`config.mk`:
```
export PLATFORM = sky130hd
export DESIGN_NAME = if_stage
export DESIGN_NICKNAME = d
export VERILOG_FILES = /design/src/rtl/if_stage.sv
export SDC_FILE = /design/constraint.sdc
export NUM_CORES = 1
export LEC_CHECK = 0
export BUFFER_PORTS_ARGS = -buffer_cell sky130_fd_sc_hd__buf_4
export CORE_MARGIN = 3
export CORE_UTILIZATION = 45
export CTS_BUF_LIST = sky130_fd_sc_hd__clkbuf_2
export DETAILED_ROUTE_END_ITERATION = 16
export GPL_TIMING_DRIVEN = 0
export PLACE_DENSITY = 0.83
export SETUP_SLACK_MARGIN = 0.2
export SLEW_MARGIN = 40
export SYNTH_ARGS = -nofsm -noshare
export SYNTH_HDL_FRONTEND = slang
export SYNTH_SLANG_ARGS = --single-unit
```
`constraint.sdc`:
```
create_clock -name clk -period 3 [get_ports clk]
set_input_delay 0.6 -clock clk [delete_from_list [all_inputs] [get_ports clk]]
set_output_delay 0.6 -clock clk [all_outputs]
set_load 0.05 [all_outputs]
```
`src/rtl/if_stage.sv`:
```
// Instruction-fetch stage: PC register, combinational I-mem fetch, IF/ID register.
// Stalls hold everything; redirects keep the delay slot; an out-of-window or misaligned PC halts.
module if_stage #(
  parameter logic [31:0] PC_RESET = 32'h0000_3000,
  parameter int unsigned IM_WORDS = 1024
) (
  input  logic        clk,
  input  logic        reset,
  input  logic        stall,
  input  logic        redirect,
  input  logic [31:0] redirect_pc,
  output logic [31:0] im_pc,
  input  logic [31:0] im_instr,
  output logic [31:0] id_instr,
  output logic [31:0] id_pc,
  output logic [31:0] id_pc8,
  output logic        id_valid,
  output logic        fetch_err,
  output logic [31:0] err_pc
);

  typedef enum logic {
    RUN  = 1'b0,
    HALT = 1'b1
  } state_t;

  // 33-bit bounds so a window ending exactly at 2^32 still compares correctly.
  localparam logic [32:0] WIN_LO = {1'b0, PC_RESET};
  localparam logic [32:0] WIN_HI = WIN_LO + (33'(IM_WORDS) << 2);

  state_t      state_q, state_d;
  logic [31:0] pc_q, pc_d;
  logic [31:0] id_instr_q, id_instr_d;
  logic [31:0] id_pc_q, id_pc_d;
  logic [31:0] id_pc8_q, id_pc8_d;
  logic        id_valid_q, id_valid_d;
  logic        fetch_err_q, fetch_err_d;
  logic [31:0] err_pc_q, err_pc_d;

  logic [31:0] pc_cand;
  logic        cand_ok;

  always_comb begin
    pc_cand = redirect ? redirect_pc : (pc_q + 32'd4);
    cand_ok = ({1'b0, pc_cand} >= WIN_LO) && ({1'b0, pc_cand} < WIN_HI) &&
              (pc_cand[1:0] == 2'b00);
  end

  always_comb begin
    state_d     = state_q;
    pc_d        = pc_q;
    id_instr_d  = id_instr_q;
    id_pc_d     = id_pc_q;
    id_pc8_d    = id_pc8_q;
    id_valid_d  = id_valid_q;
    fetch_err_d = fetch_err_q;
    err_pc_d    = err_pc_q;

    unique case (state_q)
      RUN: begin
        if (!stall) begin
          id_instr_d = im_instr;
          id_pc_d    = pc_q;
          id_pc8_d   = pc_q + 32'd8;
          id_valid_d = 1'b1;
          pc_d       = pc_cand;
          if (!cand_ok) begin
            err_pc_d    = pc_cand;
            fetch_err_d = 1'b1;
            state_d     = HALT;
          end
        end
      end
      HALT: begin
        id_instr_d = '0;
        id_valid_d = 1'b0;
      end
      default: state_d = RUN;
    endcase
  end

  always_ff @(posedge clk) begin
    if (!reset) begin
      state_q     <= RUN;
      pc_q        <= PC_RESET;
      id_instr_q  <= '0;
      id_pc_q     <= '0;
      id_pc8_q    <= 32'd8;
      id_valid_q  <= 1'b0;
      fetch_err_q <= 1'b0;
      err_pc_q    <= '0;
    end else begin
      state_q     <= state_d;
      pc_q        <= pc_d;
      id_instr_q  <= id_instr_d;
      id_pc_q     <= id_pc_d;
      id_pc8_q    <= id_pc8_d;
      id_valid_q  <= id_valid_d;
      fetch_err_q <= fetch_err_d;
      err_pc_q    <= err_pc_d;
    end
  end

  assign im_pc     = pc_q;
  assign id_instr  = id_instr_q;
  assign id_pc     = id_pc_q;
  assign id_pc8    = id_pc8_q;
  assign id_valid  = id_valid_q;
  assign fetch_err = fetch_err_q;
  assign err_pc    = err_pc_q;

endmodule

```
==> Word level (Yosys, flattened, before mapping) <==
Index checks and enable logic that the tools add are counted.
{ "totals": {"reg_bits": 163, "latchBits": 0, "mem_bits_rw": 0, "romBits": 0, "in_bits": 68, "output_inout_bits": 162, "n_memories": 0} }
{ "classes": {"add_sub_neg": 2, "n_mul": 0, "n_div": 0, "n_lt_le_gt_ge": 2, "n_eq_ne": 1, "shifts": 0, "muxes": 8, "n_bitwise": 3, "reduce_logical": 5} }
{ "op_table": {"columns": ["cell", "count"], "rows": [
  ["$mux 32", 2],
  ["$pmux 32 s2", 1],
  ["$add 32x3->32 const B", 1],
  ["$add 32x4->32 const B", 1],
  ["$ge 32x14->1 const B", 1],
  ["$lt 32x15->1 const B", 1],
  ["$mux 1", 4],
  ["$not 1->1", 3],
  ["$reduce_and 3->1", 1],
  ["$logic_and 1x1->1", 2],
  ["$logic_not 2->1", 1],
  ["$ne 2x2->1 const B", 1],
  ["$pmux 1 s2", 1],
  ["$reduce_and 2->1", 1]
]} }

==> Longest topological paths before layout <==
{ "depth": {"word_depth": 8, "depth_mapped": 12, "mapped_depth_nobuf": 9} }

==> Worst setup path before layout <==
OpenSTA, ideal clock, no wires.
{ "synth_path": {"kind": "reg-to-reg", "start": "register pc_q[4] (netlist: im_pc[4])", "end": "register err_pc_q[13] (netlist: err_pc[13])", "arrival_ns": 3.192, "slack_ns": -0.323, "stages_incl_launch_ff": 13, "path_cell_list": "dfxtp_1 ha_1 nand2_1 or4_1 buf_2 or4_1 a31oi_1 nor4_1 and4_1 buf_6 buf_4 o211ai_2 o41ai_2"} }
{ "synth_via": {"elab_chain_len": 7, "elab_cells_between_ends": 8, "classes_between": "1 x add/sub; 2 x order compare; 1 x mux; 1 x bitwise; 3 x reduce/logical"} }
{ "synth_lines": {"columns": ["element", "line_no", "rtl"], "rows": [
  ["start: declaration", "32", "logic [31:0] pc_q, pc_d;"],
  ["start signal: assignment", "94", "pc_q <= pc_d;"],
  ["$add 32x3->32 *", "44", "pc_cand = redirect ? redirect_pc : (pc_q + 32'd4);"],
  ["$mux 32 *", "44", null],
  ["$ge 32x14->1 / $lt 32x15->1 (equally long branches)", "45", "cand_ok = ({1'b0, pc_cand} >= WIN_LO) && ({1'b0, pc_cand} < WIN_HI) &&"],
  ["$logic_and 1x1->1 (2 in a row)", "45", null],
  ["$not 1->1 (no source line)", null, null],
  ["$reduce_and 3->1 (no source line)", null, null],
  ["end signal: assignment", "100", "err_pc_q <= err_pc_d;"],
  ["end: declaration", "38", "logic [31:0] err_pc_q, err_pc_d;"]
]} }
Every way passes the cells marked *; elsewhere a longest branch is shown, timed or not.
A chain may end at the register's enable or synchronous reset.

==> Final worst setup path <==
{ "layout_path": {"start": "register pc_q[13] (netlist: im_pc[13])", "end": "register err_pc_q[2] (netlist: err_pc[2])"} }
{ "layout_via": {"elab_chain_len": 7, "elab_cells_between_ends": 8, "classes_between": "1 x add/sub; 2 x order compare; 1 x mux; 1 x bitwise; 3 x reduce/logical"} }
{ "layout_lines": {"columns": ["element", "line_no"], "rows": [
  ["$add 32x3->32 *", "44"],
  ["$mux 32 *", "44"],
  ["$ge 32x14->1 / $lt 32x15->1 (equally long branches)", "45"],
  ["$logic_and 1x1->1 * (2 in a row)", "45"],
  ["$not 1->1 (no source line) *", null],
  ["$reduce_and 3->1 (no source line) *", null]
]} }
Marks and branches as above.

==> flow_summary.yaml <==
floorplanning:
  floorplan.initialDensity_pct: 46.7
  rows: 45
  boundaryPins: 230
  die_w_um: 133
  core-area_um2: 15500
  die_h_um: 133
  dieArea_um2: 17600
synthesis:
  synth_cell_types: 55
  synth.area.mux_share_pct: 5.31
  synthTopCellsByArea: "dfxtp_1 44%, nand2_1 8.0%, a21oi_1 6.7%"
  synth-xor-area-share_pct: 4.24
  yosys.area_share.simple_pct: 22.6
  synth_top_family_by_area: "simple AND/OR/NAND/NOR gates"
  synth_area_um2: 7230
  ys_seq_elements: 160
  yosysSeqAreaShare_pct: 44.3
  syn_inst: 889
  synth_top_area_share_pct: 44.3
  yosys.area.top_type: "dfxtp_1"
  synth_top_flop_cell: "dfxtp_1"
  synth_edf_count: 0
  avgSynthCellArea_um2: 8.14
  synth-adder-area-share_pct: 0.346
  synth_compound_area_share_pct: 17.2
  async_reset_ff_share_pct: 0
  yosysWarnings: 0
  syn-num-nets: 959
timing:
  clock_skew_ns: 0.0429
  holdWs_ns: 0.0580
  finalCriticalPeriod_ns: 2.94
  setup_ws_ns: 0.0630
  max_slew_margin_pct: 46.5
  fmax_ghz: 0.340
  fin_setup_tns_ns: 0
  period_share_pct: 97.9
  setup_viol: 0
  worst_pin_slew_ns: 0.792
  final_max_slew_viol_count: 0
  rsz0062_at_grt: "yes"
  finalHoldViolCount: 0
critical_path:
  critPathMaxFanout: 10
  startpoint_type: "flip-flop"
  path_buf_inv: 4
  path_delay_family: "simple AND/OR/NAND/NOR gates"
  worst_setup_path_end_kind: "flip-flop"
  crit_type: "flip-flop to flip-flop"
  crit_path_frequent_cell: "buf_6"
  rr_worst_depth: 12
  cp_num_cells: 12
  arrival_ns: 3.58
  reg2reg_from: "im_pc[13]"
  slowest_stage: "or4_4"
  slowest_delay_ns: 0.54
  cp_data_required_time_ns: 3.65
  critical_path.cell_chain: "buf_12 -> nand2_2 -> or4_4 -> buf_6 -> o21a_1 -> nor4_2 -> o211a_1 -> buf_4 -> nand4_1 -> buf_6 -> a21oi_2 -> nor3_1"
  crit_start: "im_pc[13]"
clocking:
  path_clk_slew_ns: 0.26
  cts_tree: "built"
  clock-root-buffer: "clkbuf_2"
  cts_sinks: 160
  htreeDepth: 4
  cts-buffers-inserted: 17
  clock_latency_ns: 0.78
  cts_buffer_depth: 2
run_status:
  outcome: "complete, no violations"
placement:
  post-place-ws_ns: -0.355
  dpl.hpwl_um: 19800
  portBuffers: 228
  dp_cells: 1328
  placed_cell_area_um2: 9400
  place_congestion: 1.01
global_route:
  top_usage_layer: "met2"
  grt_use_met1_pct: 38.7
  grt_pass1_wl_um: 42300
  grt_overflow: 0
  grt_max_degree: 17
  grt_pass1_vias: 7728
  antenna_found_initial: 1
  grt_use_met3_pct: 6.96
  use_met2_pct: 49.1
  grt_usage_pct: 30.5
detailed_routing:
  finalWirelength_um: 27700
  drtIter0Drc: 683
  viasPerCell: 5.67
  num_vias: 8033
  drt_first_pass_iters: 7
  ant_nets: 0
  drc: 0
  wl_per_cell_um: 19.6
power:
  fin_total_pwr_mw: 4.77
  power.leakage_nw: 4.30
  power.density_nw_per_um2: 455
  ir_worst_vdd_v: 0.000306
run:
  drv_cap: 0
final_layout:
  final_core_util_pct: 67.7
  fillers: 1228
  final_nets: 1262
  drive_gt1_share_pct: 34.2
  final_cells: 1417
  area_growth_pct: 45.0
  fin_area_um2: 10500
hold_path:
  min_delay_path_depth: 3
  hp-class: "input pin to flip-flop"
  hold_start: "im_instr[8]"
[cell families (layout without fill, tap and decap cells)]
kind of cell / after synthesis / after routing
buffers and inverters: 94 / 410
XOR/XNOR: 35 / 35
AO/OA/AOI/OAI: 208 / 208
multiplexers: 38 / 38
AND/OR/NAND/NOR: 352 / 352
other: 0 / 1
adder cells (fa/ha/maj): 2 / 2
flip-flops: 160 / 160
[report_power, final]
group	internal, mW	switching, mW	leakage [nW]	total [mW]
Sequential	2.23	0.0835	1.32	2.32
Combinational	0.412	0.813	2.83	1.23
Clock	0.398	0.836	0.150	1.23
Total	3.04	1.73	4.30	4.77
[Yosys cell counts, drive strengths merged (8+ instances only)]
library cell and number:
nand3 20, or3 10, a211oi 24, dfxtp 160
buf 32, or4 8, xor2 13, o21ai 47
a21oi 97, nand4 20, o211ai 9, nor4 11
nor3 18, xnor2 22, nand2 154, clkbuf 57
nor2 82, mux2i 35
[registers in the layout, summed over array words and instances, names as in the netlist]
register and count:
fetch_err 1, im_pc 32, id_instr 32, id_pc8 29
id_pc 32, err_pc 32, state_q 1, id_valid 1
[worst register-to-register path: stages, from the launching register on]
cell	delay (ns)
dfxtp_4	0.42
buf_12	0.14
nand2_2	0.10
or4_4	0.54
buf_6	0.16
o21a_1	0.20
nor4_2	0.31
o211a_1	0.22
buf_4	0.10
nand4_1	0.17
buf_6	0.23
a21oi_2	0.15
nor3_1	0.06
[cell usage in the layout, fill, tap and decap left out, drive strengths merged, types with 6 or more instances in the layout]
cell type      n
a311oi         6
nand4         20
mux2i         35
nor3          18
a211oi        24
a21oi         97
o21ai         47
dfxtp        160
nor4          11
clkbuf        74
buf          292
xor2          13
nand2b         6
nand2        154
nor2          82
or3           10
nand3         20
inv           13
or4            8
xnor2         22
o211ai         9
dlygate4sd3   24
[metal layers]
layer	vias up	wire, um
met5	-	0
met4	0	1320
met3	94	2400
met2	452	12900
met1	3769	11100
li1	3718	-
[repair_timing]
item / 4_1_cts / 5_1_grt
hold endpoints to repair: 24 / 0
buffers inserted: 29 / 2
setup endpoints to repair: 34 / 38
hold buffers: 24 / 0
gates resized for setup: 55 / 32
pin swaps: 16 / 11
gates cloned: 1 / 0
[cell type report]
class	count	area, um2	area share [%]
tap	211	264	2.52
antenna	1	2.50	0.0239
clock buffer	17	85.1	0.811
multi-input combinational	635	3890	37.1
buffer	89	562	5.36
inverter	5	18.8	0.179
clock inverter	15	155	1.48
timing repair buffer	284	2230	21.3
sequential	160	3280	31.2
[path summary, 6_finish.rpt]
path	endpoint	slack (ns)
worst min-delay path	id_instr[8]	0.06
worst max-delay path	err_pc[2]	0.06
worst min register to register	id_pc[6]	0.47
worst max register to register	err_pc[2]	0.06
Note: power is estimated with default switching activity, not from simulation.
